==> config.mk <==
export PLATFORM = sky130hd
export DESIGN_NAME = gpr_wb_ctrl
export DESIGN_NICKNAME = d
export VERILOG_FILES = /design/src/rtl/gpr_wb_ctrl.sv
export SDC_FILE = /design/constraint.sdc
export NUM_CORES = 1
export LEC_CHECK = 0
export CORE_UTILIZATION = 48
export DETAILED_ROUTE_END_ITERATION = 16
export GPL_TIMING_DRIVEN = 0
export PLACE_DENSITY = 0.92
export SYNTH_ARGS = -nofsm -noshare
export SYNTH_HDL_FRONTEND = slang
export SYNTH_SLANG_ARGS = --single-unit
==> constraint.sdc <==
create_clock -name clk -period 5.1 [get_ports clk]
set_input_delay 0.765 -clock clk [delete_from_list [all_inputs] [get_ports clk]]
set_output_delay 0.765 -clock clk [all_outputs]
set_load 0.005 [all_outputs]
==> src/rtl/gpr_wb_ctrl.sv <==
// GPR scoreboard, write-back arbiter (EXU vs LSU with starvation guard) and registered regfile write port.
// Optional macro WB_FWD_EN: sources become ready in the commit cycle and the fwd_rsN_en outputs exist.
module gpr_wb_ctrl #(
   parameter int XLEN       = 64,
   parameter int STARVE_MAX = 4
) (
   input  logic            clk,
   input  logic            rst,
   input  logic            iss_valid,
   input  logic            iss_wr,
   input  logic [4:0]      iss_rd,
   input  logic [4:0]      iss_rs1,
   input  logic [4:0]      iss_rs2,
   output logic            iss_stall,
   input  logic            exu_valid,
   output logic            exu_ready,
   input  logic [4:0]      exu_rd,
   input  logic [XLEN-1:0] exu_data,
   input  logic            lsu_valid,
   output logic            lsu_ready,
   input  logic [4:0]      lsu_rd,
   input  logic [XLEN-1:0] lsu_data,
   output logic            rf_wr_en,
   output logic [4:0]      rf_rd,
   output logic [XLEN-1:0] rf_data
`ifdef WB_FWD_EN
   ,
   output logic            fwd_rs1_en,
   output logic            fwd_rs2_en
`endif
);

   localparam logic [3:0] STARVE_LIM = 4'(STARVE_MAX);

   logic [31:1]     busy_q;
   logic [31:1]     busy_nxt;
   logic [31:0]     busy;
   logic [3:0]      starve_q;
   logic [3:0]      starve_nxt;
   logic            rs1_busy;
   logic            rs2_busy;
   logic            waw_busy;
   logic            dispatch;
   logic            exu_grant;
   logic            lsu_grant;
   logic [4:0]      wb_rd;
   logic [XLEN-1:0] wb_data;

   // x0 is never busy, so the zero index reads a hard-wired 0
   assign busy = {busy_q, 1'b0};

   always_comb begin
      exu_grant = exu_valid && (!lsu_valid || (starve_q == STARVE_LIM));
      lsu_grant = lsu_valid && !exu_grant;
      exu_ready = exu_grant;
      lsu_ready = lsu_grant;
      wb_rd     = exu_grant ? exu_rd   : lsu_rd;
      wb_data   = exu_grant ? exu_data : lsu_data;
   end

`ifdef WB_FWD_EN
   always_comb begin
      rs1_busy   = busy[iss_rs1] && !(rf_wr_en && (rf_rd == iss_rs1));
      rs2_busy   = busy[iss_rs2] && !(rf_wr_en && (rf_rd == iss_rs2));
      fwd_rs1_en = rf_wr_en && (rf_rd == iss_rs1) && (iss_rs1 != 5'd0);
      fwd_rs2_en = rf_wr_en && (rf_rd == iss_rs2) && (iss_rs2 != 5'd0);
   end
`else
   always_comb begin
      rs1_busy = busy[iss_rs1];
      rs2_busy = busy[iss_rs2];
   end
`endif

   // The destination (WAW) check always uses the raw scoreboard, even with forwarding
   always_comb begin
      waw_busy  = iss_wr && busy[iss_rd];
      iss_stall = iss_valid && (rs1_busy || rs2_busy || waw_busy);
      dispatch  = iss_valid && !iss_stall;
   end

   // NOTE: start from a full default so no path leaves a variable unassigned (no latch).
   always_comb begin
      busy_nxt = busy_q;
      if (rf_wr_en && (rf_rd != 5'd0)) busy_nxt[rf_rd] = 1'b0;
      // Set after clear: a same-edge dispatch of the committing register keeps it busy
      if (dispatch && iss_wr && (iss_rd != 5'd0)) busy_nxt[iss_rd] = 1'b1;
   end

   always_comb begin
      starve_nxt = starve_q;
      if (exu_grant) begin
         starve_nxt = 4'd0;
      end else if (exu_valid && (starve_q != STARVE_LIM)) begin
         starve_nxt = starve_q + 4'd1;
      end
   end

   // NOTE: non-blocking assignments for all state so every register samples pre-edge values.
   always_ff @(posedge clk or posedge rst) begin
      if (rst) begin
         busy_q   <= '0;
         starve_q <= '0;
         rf_wr_en <= 1'b0;
         rf_rd    <= '0;
         rf_data  <= '0;
      end else begin
         busy_q   <= busy_nxt;
         starve_q <= starve_nxt;
         rf_wr_en <= (exu_grant || lsu_grant) && (wb_rd != 5'd0);
         if (exu_grant || lsu_grant) begin
            rf_rd   <= wb_rd;
            rf_data <= wb_data;
         end
      end
   end

endmodule

==> results_dict.tcl, run 1 <==
set metrics [dict create \
    synthDistinctLibCells 50 \
    route.vias.total 5699 \
    crit_type "in2out" \
    combPwrFrac_pct 33.0 \
    die_width_um 113 \
    crit_start "iss_rs2[2]" \
    drt-total-wl_mm 20.4 \
    clock_skew_ps 9.92 \
    synth_edf_count 0 \
    seqPwrFrac_pct 42.0 \
    grt_max_degree 66 \
    post_synth.cell_area_avg_um2 10.6 \
    instances_no_fill 953 \
    setup_viol 0 \
    ctsHoldBuffers 0 \
    syn_inst 561 \
    synth_area_leaders "dfrtp_1 (44%), mux2i_1 (16%), o41ai_2 (6.9%)" \
    area_growth_syn_to_layout_pct 47.0 \
    postCtsSetupRepairBufs 0 \
    p_sw_w 0.000911 \
    slew_violations 0 \
    hp-class "reg2reg" \
    synthesis.nets 722 \
    cellPowerDensity_mw_per_mm2 323 \
    gp_congestion 0.921 \
    worstPathArrival_ps 3540 \
    dieHeight_um 113 \
    ios 232 \
    cts_root_buf "clkbuf_16" \
    cp-end-kind "primary output" \
    drive_gt1_share_pct 7.70 \
    post-route-period-util_pct 84.3 \
    cts_buffer_depth 2 \
    dr.pass1.iters 5 \
    ys.warnings.count 0 \
    pwr-share-clk_pct 25.0 \
    swShare_pct 32.4 \
    core_area_mm2 0.0120 \
    cts-resized-gates 0 \
    initial_core_util_pct 49.3 \
    yosysSeqAreaShare_pct 44.3 \
    async_reset_ff_share_pct 100 \
    mostFrequentLayoutCells "clkdlybuf4s50_1 (227), dfrtp_1 (105), mux2i_1 (94)" \
    min_from "starve_q[3]" \
    drtIter0Drc 328 \
    ant_nets 0 \
    ys_ff_latch 105 \
    place_inst 936 \
    holdWs_ps 501 \
    post-synth-top-area-cell "dfrtp_1" \
    slew_headroom_pct 43.5 \
    final_core_util_pct 72.5 \
    ir_drop_mv 0.169 \
    setup_tns_ps 0 \
    tritoncts "yes" \
    grt.overflow.total 0 \
    p_leak_nw 3.49 \
    fmax_mhz 232 \
    grt_pass1_vias 6088 \
    dieArea_mm2 0.0128 \
    status "complete, no violations" \
    clock-sinks 105 \
    dpl.hpwl_mm 15.7 \
    yosys_most_used_dff "dfrtp_1" \
    grtUsageTotal_pct 32.7 \
    cts_buffers 9 \
    crit_fanout 10 \
    drc 0 \
    io_buffer_count 227 \
    placementRows 40 \
    nets 961 \
    antenna_found_initial 1 \
    r2r_start "starve_q[0]" \
    synth_area_mm2 0.00593 \
    worst_slew_pin_slew_ps 848 \
    p_total_w 0.00281 \
    mostFrequentLayoutCell "clkdlybuf4s50_1" \
    intPower_w 0.00190 \
    finalHoldViolations 0 \
    maxCapViolations 0 \
    cp.required_ps 4340 \
    wire_per_inst_um 21.4 \
    cts.clk_slew.worst_paths_ps 70 \
    yosys.area.top_type_share_pct 44.3 \
    vias_per_cell 5.98 \
    htreeDepth 3 \
    grt_pass1_wl_mm 32.2 \
    fillers 782 \
    insertion_delay_ps 350 \
    startpoint_type "input port" \
    finalCriticalPeriod_ps 4300 \
    rsz0062_at_grt "false" \
]
[sequential cells by signal, summed over array words and instances (netlist names)]
signal,flops
rf_data,64
rf_rd,5
busy_q,31
rf_wr_en,1
starve_q,4
[layout make-up]
| type | instances | area, um2 | share of cell area (%) |
|---|---|---|---|
| diodes | 1 | 2.50 | 0.0287 |
| plain buffers | 46 | 206 | 2.37 |
| clock buffers | 10 | 229 | 2.63 |
| clock inverters | 6 | 66.3 | 0.761 |
| inverters | 6 | 25.0 | 0.287 |
| multi-input cells | 404 | 3070 | 35.2 |
| flip-flops and latches | 105 | 2630 | 30.2 |
| well taps | 147 | 184 | 2.11 |
| repair buffers | 228 | 2300 | 26.4 |
[worst max-delay path, cell delays in order]
cell             delay, ps
clkdlybuf4s50_1        540
buf_1                  480
mux2i_1                300
a22oi_1                110
o311ai_0               110
o21a_1                 220
nand4_4                160
buf_6                  210
o21a_1                 200
clkdlybuf4s50_1        440
[stage by stage]
stage	cell area, um2	worst slack, ps
after CTS	8710	817
after global placement	8380	131
after detailed placement	8410	828
after global routing	8710	692
after floorplan	5930	1570
final	8710	798
[synth_stat cells (2+ instances only)]
| cell | n |
|---|---|
| mux4_2 | 8 |
| dfrtp_1 | 105 |
| nor4_1 | 2 |
| o21ai_0 | 37 |
| mux2i_1 | 94 |
| o41ai_2 | 25 |
| buf_6 | 4 |
| buf_1 | 5 |
| nand2b_1 | 7 |
| nand3_1 | 10 |
| nor2_1 | 73 |
| nand3b_1 | 3 |
| ha_1 | 2 |
| o21a_1 | 3 |
| mux4_1 | 3 |
| nor2b_1 | 7 |
| a21oi_1 | 71 |
| o22ai_1 | 7 |
| or3b_1 | 3 |
| or2_2 | 2 |
| o41ai_1 | 6 |
| inv_1 | 6 |
| nand2_1 | 16 |
| clkbuf_1 | 36 |
[per-layer routing]
| metal | part of all wire [%] | routed length, um | vias to the layer above | GRT usage, % |
|---|---|---|---|---|
| met5 | 0 | 0 | - | 0 |
| met3 | 7.3 | 1480 | 69 | 7.66 |
| met4 | 4.7 | 952 | 0 | 17.3 |
| met1 | 37 | 7570 | 2775 | 38.0 |
| li1 | - | - | 2555 | - |
| met2 | 51 | 10400 | 300 | 56.4 |
[logic make-up after synthesis]
kind of cell    count (synthesis)  synth area share [%]
buf+inv                        52                  3.86
fa+ha+maj                       2                 0.422
compound gates                163                  20.2
mux                           107                  20.6
simple gates                  132                  10.6
flops                         105                  44.3
[power by group through the flow]
stage / clock, W / combinational, W / sequential [W]
6_report: 0.000704 / 0.000927 / 0.00118
5_1_grt: 0.000747 / 0.000988 / 0.00120
4_1_cts: 0.000708 / 0.000922 / 0.00117
3_5_place_dp: 0 / 0.000914 / 0.00119
3_3_place_gp: 0 / 0.000876 / 0.00118
2_1_floorplan: 0 / 0.000529 / 0.00112
[path summary, 6_finish.rpt]
kind / to / slack [ps] / depth (start not counted)
setup / recovery: iss_stall / 800 / 10
hold / removal: starve_q[3] / 500 / 1
setup reg to reg: rf_data[2] / 2330 / 9
hold reg to reg: starve_q[3] / 500 / 1
max in group asynchronous: rf_data[59] / 3550 / 3
min in group asynchronous: rf_data[19] / 840 / 2
No activity file was read; power rests on OpenSTA's default activity.
==> inputs of run 2 (changes only) <==
--- a/config.mk
+++ b/config.mk
@@ -5,10 +5,10 @@
 export SDC_FILE = /design/constraint.sdc
 export NUM_CORES = 1
 export LEC_CHECK = 0
-export CORE_UTILIZATION = 48
+export CORE_UTILIZATION = 40
 export DETAILED_ROUTE_END_ITERATION = 16
 export GPL_TIMING_DRIVEN = 0
-export PLACE_DENSITY = 0.92
+export PLACE_DENSITY = 0.82
 export SYNTH_ARGS = -nofsm -noshare
 export SYNTH_HDL_FRONTEND = slang
 export SYNTH_SLANG_ARGS = --single-unit
==> constraint.sdc (replaced) <==
create_clock -name clk -period 3.5 [get_ports clk]
set_input_delay 0.525 -clock clk [delete_from_list [all_inputs] [get_ports clk]]
set_output_delay 0.525 -clock clk [all_outputs]
set_load 0.005 [all_outputs]
==> results_dict.tcl, run 2 (synthesis results as in run 1) <==
set metrics [dict create \
    gp_congestion 0.966 \
    dieArea_mm2 0.0153 \
    maxCapViolations 0 \
    ant_nets 0 \
    combPwrFrac_pct 32.7 \
    fillers 1220 \
    slew_headroom_pct 39.5 \
    cellPowerDensity_mw_per_mm2 488 \
    initial_core_util_pct 40.9 \
    pwr-share-clk_pct 28.0 \
    cts.clk_slew.worst_paths_ps 70 \
    slew_violations 0 \
    p_leak_nw 3.60 \
    place_inst 973 \
    mostFrequentLayoutCell "clkdlybuf4s50_1" \
    cts_root_buf "clkbuf_16" \
    finalHoldViolations 0 \
    ir_drop_mv 0.231 \
    largest_register_ffs 64 \
    finalCriticalPeriod_ps 3550 \
    placementRows 44 \
    layout_setup_ws_ps -48.2 \
    p_sw_w 0.00133 \
    die_width_um 124 \
    clock_skew_ps 6.09 \
    slowest_stage "mux4_2" \
    hp-class "reg2reg" \
    crit_family "multiplexers" \
    drt-total-wl_mm 19.4 \
    reg_top3 "rf_data x64, busy_q x31, rf_rd x5" \
    critPathMostFrequentCell "mux4_2" \
    status "complete, but fails checks" \
    drive_gt1_share_pct 9.95 \
    final_core_util_pct 61.6 \
    grtUsageTotal_pct 26.3 \
    intPower_w 0.00302 \
    cp-end-kind "primary output" \
    drtIter0Drc 372 \
    startpoint_type "flop" \
    core_area_mm2 0.0145 \
    worstPathArrival_ps 3020 \
    top_register "rf_data" \
    swShare_pct 30.6 \
    vias_per_cell 5.51 \
    worst_slew_pin_slew_ps 907 \
    diodes 0 \
    io_buffer_count 227 \
    insertion_delay_ps 360 \
    rsz0062_at_grt "true" \
    dpl.hpwl_mm 14.8 \
    post-route-period-util_pct 101 \
    nets 970 \
    htreeDepth 3 \
    dr.pass1.iters 5 \
    ios 232 \
    max_stage_delay_ps 500 \
    cp.required_ps 2970 \
    cts_buffers 9 \
    setup_viol 1 \
    grt_pass1_wl_mm 29.7 \
    instances_no_fill 998 \
    cts_buffer_depth 2 \
    dieHeight_um 124 \
    area_growth_syn_to_layout_pct 50.5 \
    grt_pass1_vias 5570 \
    cp_cell_sequence "mux4_2 -> mux4_2 -> nand2b_4 -> o211ai_2 -> nand4_4 -> buf_12 -> o21a_1 -> clkdlybuf4s50_1" \
    violations "setup timing" \
    grt_max_degree 58 \
    crit_type "reg2out" \
    mostFrequentLayoutCells "clkdlybuf4s50_1 (224), dfrtp_1 (105), mux2i_1 (94)" \
    clock-sinks 105 \
    grt.overflow.total 0 \
    path_buf_inv 2 \
    seqPwrFrac_pct 39.3 \
    wire_per_inst_um 19.4 \
    route.vias.total 5495 \
    drc 0 \
    antenna_found_initial 0 \
    tritoncts "yes" \
    crit_fanout 5 \
    fmax_mhz 282 \
]
run 2: area by class of cell:
cell class                 count  area, um2  area share, %
tap                          184        230           2.58
buffer                        43        213           2.38
inverter                       6       25.0          0.281
clock inverter                 5        110           1.23
clock buffer                  11        253           2.83
sequential                   105       2630           29.5
timing repair buffer         240       2390           26.8
multi-input combinational    404       3070           34.4
run 2: power by group through the flow:
stage	Combinational, W	Clock, W	Sequential (W)
2_1_floorplan	0.000771	0	0.00163
3_3_place_gp	0.00129	0	0.00172
3_5_place_dp	0.00132	0	0.00173
4_1_cts	0.00133	0.00123	0.00170
5_1_grt	0.00153	0.00127	0.00174
6_report	0.00142	0.00122	0.00171
run 2: worst paths after layout:
kind	slack, ps	cells after the start	startpoint	to
worst max-delay path	-50	8	busy_q[31]	iss_stall
worst min-delay path	500	1	starve_q[3]	starve_q[3]
worst max register to register	760	8	starve_q[0]	rf_data[2]
worst min register to register	500	1	starve_q[3]	starve_q[3]
max in group asynchronous	2200	3	rst	rf_data[49]
min in group asynchronous	600	2	rst	rf_data[11]
run 2: layer usage:
metal | vias to the layer above | GRT usage, % | part of all wire, %
li1 | 2562 | - | -
met1 | 2631 | 30.8 | 38
met2 | 259 | 46.0 | 52
met3 | 43 | 4.85 | 6.3
met4 | 0 | 12.8 | 3.4
met5 | - | 0 | 0
run 2: per-stage QoR:
step | power (W) | cell area, um2 | setup TNS, ps | setup slack (ps) | hold WS, ps
6_report | 0.00436 | 8920 | -48.2 | -48.2 | 501
3_5_place_dp | 0.00305 | 8460 | -571 | -330 | 490
2_1_floorplan | 0.00240 | 5930 | 0 | 214 | 448
3_3_place_gp | 0.00301 | 8430 | -148090 | -1410 | 475
4_1_cts | 0.00427 | 8820 | -102 | -102 | 499
5_1_grt | 0.00453 | 8920 | -122 | -122 | 534
run 2: timing repair:
| action | CTS | global route |
|---|---|---|
| gates cloned | 0 | 0 |
| setup endpoints to repair | 2 | 2 |
| resized for setup | 6 | 8 |
| pin swaps | 0 | 1 |
| hold buffers | 0 | 0 |
| buffers inserted | 0 | 12 |
